[src/rtl/wb_arb_pkg.sv]
// Shared types and widths for the GPR write-port arbiter.
package wb_arb_pkg;

  localparam int unsigned STARVE_LIMIT_DEFAULT = 4;
  localparam int unsigned REG_ADDR_W           = 5;
  localparam int unsigned XLEN                 = 32;

  typedef enum logic [1:0] {
    GNT_NONE,
    GNT_WB,
    GNT_LD
  } gnt_src_e;

  // One register-file write request: 37-bit payload.
  typedef struct packed {
    logic [REG_ADDR_W-1:0] addr;
    logic [XLEN-1:0]       data;
  } wr_req_t;

endpackage

[src/rtl/gpr_write_arbiter_if.sv]
// Bundle of WB request, load-return and register-file write signals.
interface gpr_write_arbiter_if;

  logic                              wb_en;
  logic [wb_arb_pkg::REG_ADDR_W-1:0] wb_addr;
  logic [wb_arb_pkg::XLEN-1:0]       wb_data;
  logic                              ld_valid;
  logic [wb_arb_pkg::REG_ADDR_W-1:0] ld_addr;
  logic [wb_arb_pkg::XLEN-1:0]       ld_data;
  logic                              ld_ready;
  logic                              gpr_we;
  logic [wb_arb_pkg::REG_ADDR_W-1:0] gpr_waddr;
  logic [wb_arb_pkg::XLEN-1:0]       gpr_wdata;
  logic                              stall_req;
  logic [1:0]                        buf_count;

  modport master (
    output wb_en, wb_addr, wb_data, ld_valid, ld_addr, ld_data,
    input  ld_ready, gpr_we, gpr_waddr, gpr_wdata, stall_req, buf_count
  );

  modport slave (
    input  wb_en, wb_addr, wb_data, ld_valid, ld_addr, ld_data,
    output ld_ready, gpr_we, gpr_waddr, gpr_wdata, stall_req, buf_count
  );

endinterface

[src/rtl/gpr_wr_fifo.sv]
// Two-entry FIFO holding late load-return writes until the write port is free.
module gpr_wr_fifo
  import wb_arb_pkg::*;
#(
  parameter int unsigned DEPTH = 2
) (
  input  logic       clk,
  input  logic       rst_n,
  input  logic       push,
  input  wr_req_t    push_data,
  input  logic       pop,
  output wr_req_t    head,
  output logic [1:0] count,
  output logic       full
);

  wr_req_t    mem_q [2];
  logic       wr_ptr_q, rd_ptr_q;
  logic [1:0] count_q, count_d;
  logic       push_ok, pop_ok;

  assign full    = (count_q == 2'(DEPTH));
  assign push_ok = push && !full;
  assign pop_ok  = pop && (count_q != 2'd0);
  assign head    = mem_q[rd_ptr_q];
  assign count   = count_q;

  always_comb begin
    count_d = count_q;
    unique case ({push_ok, pop_ok})
      2'b10:   count_d = count_q + 2'd1;
      2'b01:   count_d = count_q - 2'd1;
      default: count_d = count_q;
    endcase
  end

  always_ff @(posedge clk or negedge rst_n) begin
    if (!rst_n) begin
      wr_ptr_q <= 1'b0;
      rd_ptr_q <= 1'b0;
      count_q  <= 2'd0;
    end else begin
      if (push_ok) wr_ptr_q <= ~wr_ptr_q;
      if (pop_ok)  rd_ptr_q <= ~rd_ptr_q;
      count_q <= count_d;
    end
  end

  // Payload storage needs no reset; validity is tracked by count_q.
  always_ff @(posedge clk) begin
    if (push_ok) mem_q[wr_ptr_q] <= push_data;
  end

endmodule

[src/rtl/gpr_write_arbiter.sv]
// Arbitrates the single GPR write port between the WB stage and buffered load returns.
module gpr_write_arbiter
  import wb_arb_pkg::*;
#(
  parameter int unsigned STARVE_LIMIT = STARVE_LIMIT_DEFAULT,
  parameter int unsigned DEPTH        = 2
) (
  input logic                 clk,
  input logic                 rst_n,
  gpr_write_arbiter_if.slave  bus
);

  localparam int unsigned CntW = $clog2(STARVE_LIMIT + 1);

  wr_req_t               head;
  wr_req_t               gnt_req;
  logic [1:0]            count;
  logic                  full, push, pop;
  gnt_src_e              gnt_src;
  logic [CntW-1:0]       starve_q, starve_d;
  logic                  gpr_we_q;
  logic [REG_ADDR_W-1:0] gpr_waddr_q;
  logic [XLEN-1:0]       gpr_wdata_q;

  gpr_wr_fifo #(
    .DEPTH (DEPTH)
  ) u_fifo (
    .clk       (clk),
    .rst_n     (rst_n),
    .push      (push),
    .push_data ({bus.ld_addr, bus.ld_data}),
    .pop       (pop),
    .head      (head),
    .count     (count),
    .full      (full)
  );

  always_comb begin
    gnt_src = GNT_NONE;
    if ((count != 2'd0) && (!bus.wb_en || (starve_q == CntW'(STARVE_LIMIT)))) begin
      gnt_src = GNT_LD;
    end else if (bus.wb_en) begin
      gnt_src = GNT_WB;
    end
  end

  always_comb begin
    gnt_req = '0;
    unique case (gnt_src)
      GNT_LD:  gnt_req = head;
      GNT_WB:  gnt_req = {bus.wb_addr, bus.wb_data};
      default: gnt_req = '0;
    endcase
  end

  assign push = bus.ld_valid && !full;
  assign pop  = (gnt_src == GNT_LD);

  // Age only while an entry is waiting and WB takes the port.
  always_comb begin
    starve_d = starve_q;
    if ((count == 2'd0) || pop) begin
      starve_d = '0;
    end else if ((gnt_src == GNT_WB) && (starve_q != CntW'(STARVE_LIMIT))) begin
      starve_d = starve_q + CntW'(1);
    end
  end

  always_ff @(posedge clk or negedge rst_n) begin
    if (!rst_n) begin
      starve_q    <= '0;
      gpr_we_q    <= 1'b0;
      gpr_waddr_q <= '0;
      gpr_wdata_q <= '0;
    end else begin
      starve_q <= starve_d;
      // x0 grants are consumed but never reach the register file.
      gpr_we_q <= (gnt_src != GNT_NONE) && (gnt_req.addr != '0);
      if (gnt_src != GNT_NONE) begin
        gpr_waddr_q <= gnt_req.addr;
        gpr_wdata_q <= gnt_req.data;
      end
    end
  end

  assign bus.ld_ready  = !full;
  assign bus.stall_req = bus.wb_en && (gnt_src == GNT_LD);
  assign bus.buf_count = count;
  assign bus.gpr_we    = gpr_we_q;
  assign bus.gpr_waddr = gpr_waddr_q;
  assign bus.gpr_wdata = gpr_wdata_q;

endmodule
[src/flat_wrapper.sv]
// flat-port wrapper written by rule: the top's interface ports become plain ports
module gpr_write_arbiter_flat import wb_arb_pkg::*;
#(
  parameter int unsigned STARVE_LIMIT = STARVE_LIMIT_DEFAULT,
  parameter int unsigned DEPTH        = 2
)
  (clk, rst_n, bus_wb_en, bus_wb_addr, bus_wb_data, bus_ld_valid, bus_ld_addr, bus_ld_data, bus_ld_ready, bus_gpr_we, bus_gpr_waddr, bus_gpr_wdata, bus_stall_req, bus_buf_count);
  gpr_write_arbiter_if bus_i ();
  input logic clk;
  input logic rst_n;
  input wire logic [$bits(bus_i.wb_en)-1:0] bus_wb_en;
  input wire logic [$bits(bus_i.wb_addr)-1:0] bus_wb_addr;
  input wire logic [$bits(bus_i.wb_data)-1:0] bus_wb_data;
  input wire logic [$bits(bus_i.ld_valid)-1:0] bus_ld_valid;
  input wire logic [$bits(bus_i.ld_addr)-1:0] bus_ld_addr;
  input wire logic [$bits(bus_i.ld_data)-1:0] bus_ld_data;
  output wire logic [$bits(bus_i.ld_ready)-1:0] bus_ld_ready;
  output wire logic [$bits(bus_i.gpr_we)-1:0] bus_gpr_we;
  output wire logic [$bits(bus_i.gpr_waddr)-1:0] bus_gpr_waddr;
  output wire logic [$bits(bus_i.gpr_wdata)-1:0] bus_gpr_wdata;
  output wire logic [$bits(bus_i.stall_req)-1:0] bus_stall_req;
  output wire logic [$bits(bus_i.buf_count)-1:0] bus_buf_count;
  assign bus_i.wb_en = bus_wb_en;
  assign bus_i.wb_addr = bus_wb_addr;
  assign bus_i.wb_data = bus_wb_data;
  assign bus_i.ld_valid = bus_ld_valid;
  assign bus_i.ld_addr = bus_ld_addr;
  assign bus_i.ld_data = bus_ld_data;
  assign bus_ld_ready = bus_i.ld_ready;
  assign bus_gpr_we = bus_i.gpr_we;
  assign bus_gpr_waddr = bus_i.gpr_waddr;
  assign bus_gpr_wdata = bus_i.gpr_wdata;
  assign bus_stall_req = bus_i.stall_req;
  assign bus_buf_count = bus_i.buf_count;
  gpr_write_arbiter #(.STARVE_LIMIT(STARVE_LIMIT), .DEPTH(DEPTH)) u_core (.clk(clk), .rst_n(rst_n), .bus(bus_i));
endmodule
[config.mk]
export PLATFORM = sky130hd
export DESIGN_NAME = gpr_write_arbiter_flat
export DESIGN_NICKNAME = d
export VERILOG_FILES = /design/src/rtl/wb_arb_pkg.sv /design/src/rtl/gpr_write_arbiter_if.sv /design/src/rtl/gpr_wr_fifo.sv /design/src/rtl/gpr_write_arbiter.sv /design/src/flat_wrapper.sv
export SDC_FILE = /design/constraint.sdc
export NUM_CORES = 1
export LEC_CHECK = 0
export CORE_MARGIN = 1
export CORE_UTILIZATION = 45
export DETAILED_ROUTE_END_ITERATION = 7
export PLACE_DENSITY = 0.8
export SLEW_MARGIN = 20
export SYNTH_ARGS = -nofsm -noshare
export SYNTH_HDL_FRONTEND = slang
export SYNTH_HIERARCHICAL = 1
export SYNTH_SLANG_ARGS = --single-unit
[constraint.sdc]
create_clock -name clk -period 8.13 [get_ports clk]
set_clock_uncertainty 0.15 [all_clocks]
set_input_delay 1.2195 -clock clk [delete_from_list [all_inputs] [get_ports clk]]
set_output_delay 1.2195 -clock clk [all_outputs]
set_load 0.005 [all_outputs]
==> out/metrics.csv <==
metric,value,unit
die_h,105.5,um
worstPathArrival,2760,ps
max-cap-violations,0,
layout.nets,493,
synth_top_cells_by_area,"sky130_fd_sc_hd__edfxtp_1 (46%), sky130_fd_sc_hd__dfrtp_1 (23%), sky130_fd_sc_hd__a221o_1 (7.7%)",
detailedRoute.firstIterationViolations,139,
synthesis.area_per_instance,16.81,sq um
drv_slew,0,
r2r_setup_slack,5660,ps
worst_ir_drop_vdd,210.8,uV
gp_routability_congestion,0.7179,
wire_length_of_the_first_global_routing_pass,16.63,mm
holdCritPathClass,register to register,
layout_worst_path_cycle_share,50.76,%
nFillCells,773,
termination_of_the_worst_setup_path,bus_stall_req,
layout-drive-gt1-share,17.88,%
final_cells,561,
post_cts.resized_instances,0,
endpoint_kind,output port,
worstReg2RegStart,u_core/starve_q[0]$_DFFE_PN0P_,
root_buffer,sky130_fd_sc_hd__clkbuf_8,
max-clock-path-buffers,2,
via_count_of_the_first_global_routing_pass,3253,
dieWidth,105.5,um
seqPwrFrac,41.4,%
fmax,242.3,MHz
cts_tree,done,
rsz0062_at_grt,false,
tritoncts.num_buffers,17,
io_pins,120,
multi_input_area,0.001350,sq mm
synth_seq_cells,119,
core_area,0.01037,sq mm
hpwlAfterDp,6.442,mm
area_growth_from_synthesis_to_final_layout,39.51,%
placed_cell_area,0.006108,sq mm
drtPass1Iterations,4,
ctsHoldBuffers,0,
clkLatencyLatePin,500,ps
synth_nets,368,
insertedDiodeCount,0,
postLayoutCoreUtil,64.89,%
path_max_fanout,43,
critical_path.startpoint_type,input port,
timing.critical_path.from,bus_wb_en,
wire_per_inst,18.91,um
numClockSinks,119,
initial_antenna_violation_count,0,
power_density,349.0,mW/mm^2
initial_utilization,46.51,%
setup-violations-final,0,
timing.critical_path.required,6760,ps
status,finished clean,
postCtsSetupRepairBufs,0,
syn_area,0.004823,sq mm
synth_largest_area_cell,sky130_fd_sc_hd__edfxtp_1,
syn_inst,287,
critical_path.reg2reg.endpoint,u_core/u_fifo/count[1]$_DFFE_PN0P_,
stdcell_area,0.006729,sq mm
drc,0,
swShare,26.62,%
net_load_switching_power,0.0006250,W
routed_wl,10.61,mm
die_area,0.01114,sq mm
placement.io_buffers,119,
worst_r2r_path_depth,9,
critical_path_class,input port to output port,
placement_rows,37,
cts_htree_levels,4,
power.internal,0.001723,W
grt_max_degree,46,
tns,0,ps
max_slew_margin,36.02,%
seqCellArea,0.003352,sq mm
combinationalPowerShare,26.6,%
worst-slew-pin-transition,959.7,ps
shortest_period_the_worst_path_allows,4127,ps
antenna_violating_nets_post_route,0,
drt-vias-per-instance,5.442,
grt_usage,20.01,%
leakagePower,2.662,nW
power_frac_clock,32.0,%
finalHoldViolCount,0,
cts.clk_slew.worst_paths,50,ps
yosys_warnings,6,
route.vias.total,3053,
netlist-cell-type-count,28,
synth-seq-area-share,69.42,%
placed_cell_count,528,
grt_remaining_overflow,0,
synth_largest_type_area_fraction,46.07,%
-- how the worst min path moves through the flow --
stage                                        start                             end  slack, ps  depth (start not counted)
finish              u_core/starve_q[0]$_DFFE_PN0P_  u_core/starve_q[0]$_DFFE_PN0P_        310                          1
global route        u_core/starve_q[0]$_DFFE_PN0P_  u_core/starve_q[0]$_DFFE_PN0P_        340                          1
CTS                 u_core/starve_q[0]$_DFFE_PN0P_  u_core/starve_q[0]$_DFFE_PN0P_        320                          1
detailed placement  u_core/starve_q[0]$_DFFE_PN0P_  u_core/starve_q[0]$_DFFE_PN0P_        310                          1
global placement    u_core/starve_q[0]$_DFFE_PN0P_  u_core/starve_q[0]$_DFFE_PN0P_        300                          1
floorplan           u_core/starve_q[0]$_DFFE_PN0P_  u_core/starve_q[0]$_DFFE_PN0P_        290                          1
-- power by group through the flow --
stage / Clock, W / Combinational [W] / Sequential [W]
2_1_floorplan: 0 / 0.000387 / 0.000918
6_report: 0.000750 / 0.000625 / 0.000973
5_1_grt: 0.000795 / 0.000670 / 0.000994
3_3_place_gp: 0 / 0.000599 / 0.000973
4_1_cts: 0.000763 / 0.000625 / 0.000975
3_5_place_dp: 0 / 0.000621 / 0.000980
-- cell families (layout without fill, tap and decap cells) --
logic type,count (synthesis),after routing,synth area share (%)
AOI/OAI and AO/OA,42,42,8.405
and+or+nand+nor,57,57,6.952
adders and majority gates,3,3,0.7783
muxes,38,38,10.40
DFF,119,119,69.42
xor gates and xnor gates,5,5,0.9081
buffers and inverters,23,161,3.139
-- synth_stat cells (all sizes together) --
cell type and n:
nand2 4, a221o 37, nor3 3, a32o 1, nand2b 1, clkbuf 7, edfxtp 74, nor3b 1
ha 3, o211ai 1, xnor2 3, and3 38, mux2 37, a21oi 1, dfrtp 45, o21ai 1
xor2 2, and4b 1, inv 4, and2 1, o21a 1, nor2b 1, nor2 7, buf 12
mux2i 1
-- registers in the layout (all words and copies together) (netlist names) --
| name | count |
|---|---|
| u_core/u_fifo/mem_q | 74 |
| u_core/bus.gpr_wdata | 32 |
| u_core/bus.gpr_waddr | 5 |
| u_core/starve_q | 3 |
| u_core/u_fifo/count | 2 |
| u_core/bus.gpr_we | 1 |
| u_core/u_fifo/rd_ptr_q | 1 |
| u_core/u_fifo/wr_ptr_q | 1 |
-- worst max-delay path: stages --
cell,delay [ps]
sky130_fd_sc_hd__clkdlybuf4s50_1,460
sky130_fd_sc_hd__buf_4,380
sky130_fd_sc_hd__a21oi_4,90
sky130_fd_sc_hd__and2_1,170
sky130_fd_sc_hd__clkdlybuf4s50_1,430
-- metal layers --
metal	GRT usage (%)	share of wire (%)	vias up
li1	-	-	1380
met1	24.65	42	1544
met2	33.88	52	117
met3	5.566	4.8	12
met4	7.044	1.2	0
met5	0	0	-
-- placed cells by master (no fill, tap or decap) --
| master | count |
|---|---|
| sky130_fd_sc_hd__clkdlybuf4s50_1 | 118 |
| sky130_fd_sc_hd__edfxtp_1 | 74 |
| sky130_fd_sc_hd__dfrtp_1 | 44 |
| sky130_fd_sc_hd__and3_1 | 37 |
| sky130_fd_sc_hd__a221o_1 | 37 |
| sky130_fd_sc_hd__mux2_4 | 20 |
| sky130_fd_sc_hd__mux2_2 | 17 |
| sky130_fd_sc_hd__clkbuf_16 | 16 |
| sky130_fd_sc_hd__buf_4 | 6 |
| sky130_fd_sc_hd__nor2_1 | 6 |
| sky130_fd_sc_hd__clkinv_2 | 4 |
| sky130_fd_sc_hd__bufinv_16 | 4 |
| sky130_fd_sc_hd__inv_1 | 4 |
| sky130_fd_sc_hd__nand2_1 | 4 |
| sky130_fd_sc_hd__clkbuf_1 | 3 |
| sky130_fd_sc_hd__ha_1 | 3 |
| sky130_fd_sc_hd__xnor2_1 | 3 |
| sky130_fd_sc_hd__clkbuf_8 | 2 |
| sky130_fd_sc_hd__clkinv_1 | 2 |
| sky130_fd_sc_hd__nor3_1 | 2 |
| sky130_fd_sc_hd__xor2_1 | 2 |
| sky130_fd_sc_hd__clkinv_4 | 1 |
| sky130_fd_sc_hd__a21oi_4 | 1 |
| sky130_fd_sc_hd__o211ai_1 | 1 |
| sky130_fd_sc_hd__a32o_1 | 1 |
| sky130_fd_sc_hd__and2_1 | 1 |
| sky130_fd_sc_hd__nor2b_1 | 1 |
| sky130_fd_sc_hd__nor3_4 | 1 |
| sky130_fd_sc_hd__and4b_1 | 1 |
| sky130_fd_sc_hd__o21ai_0 | 1 |
| sky130_fd_sc_hd__nor3b_1 | 1 |
| sky130_fd_sc_hd__mux2i_1 | 1 |
| sky130_fd_sc_hd__o21a_1 | 1 |
| sky130_fd_sc_hd__nand2b_1 | 1 |
| sky130_fd_sc_hd__and3_2 | 1 |
| sky130_fd_sc_hd__nor2_4 | 1 |
| sky130_fd_sc_hd__buf_12 | 1 |
| sky130_fd_sc_hd__dfrtp_4 | 1 |
-- cell type report --
cell class / count / area share (%)
inverter: 4 / 0.2231
clock inverter: 11 / 2.324
clock buffer: 21 / 6.527
tap: 136 / 2.529
sequential: 119 / 49.81
multi-input combinational: 145 / 20.06
timing repair buffer: 125 / 18.52
-- through the flow --
stage / worst slack (ps) / hold WS [ps] / power [W]
global route: 3913 / 341.1 / 0.002459
detailed placement: 4020 / 311.4 / 0.001601
global placement: 4043 / 297.0 / 0.001572
floorplan: 4521 / 287.9 / 0.001305
finish: 4003 / 312.3 / 0.002348
CTS: 4012 / 318.0 / 0.002363
(Power assumes the default switching activity.)
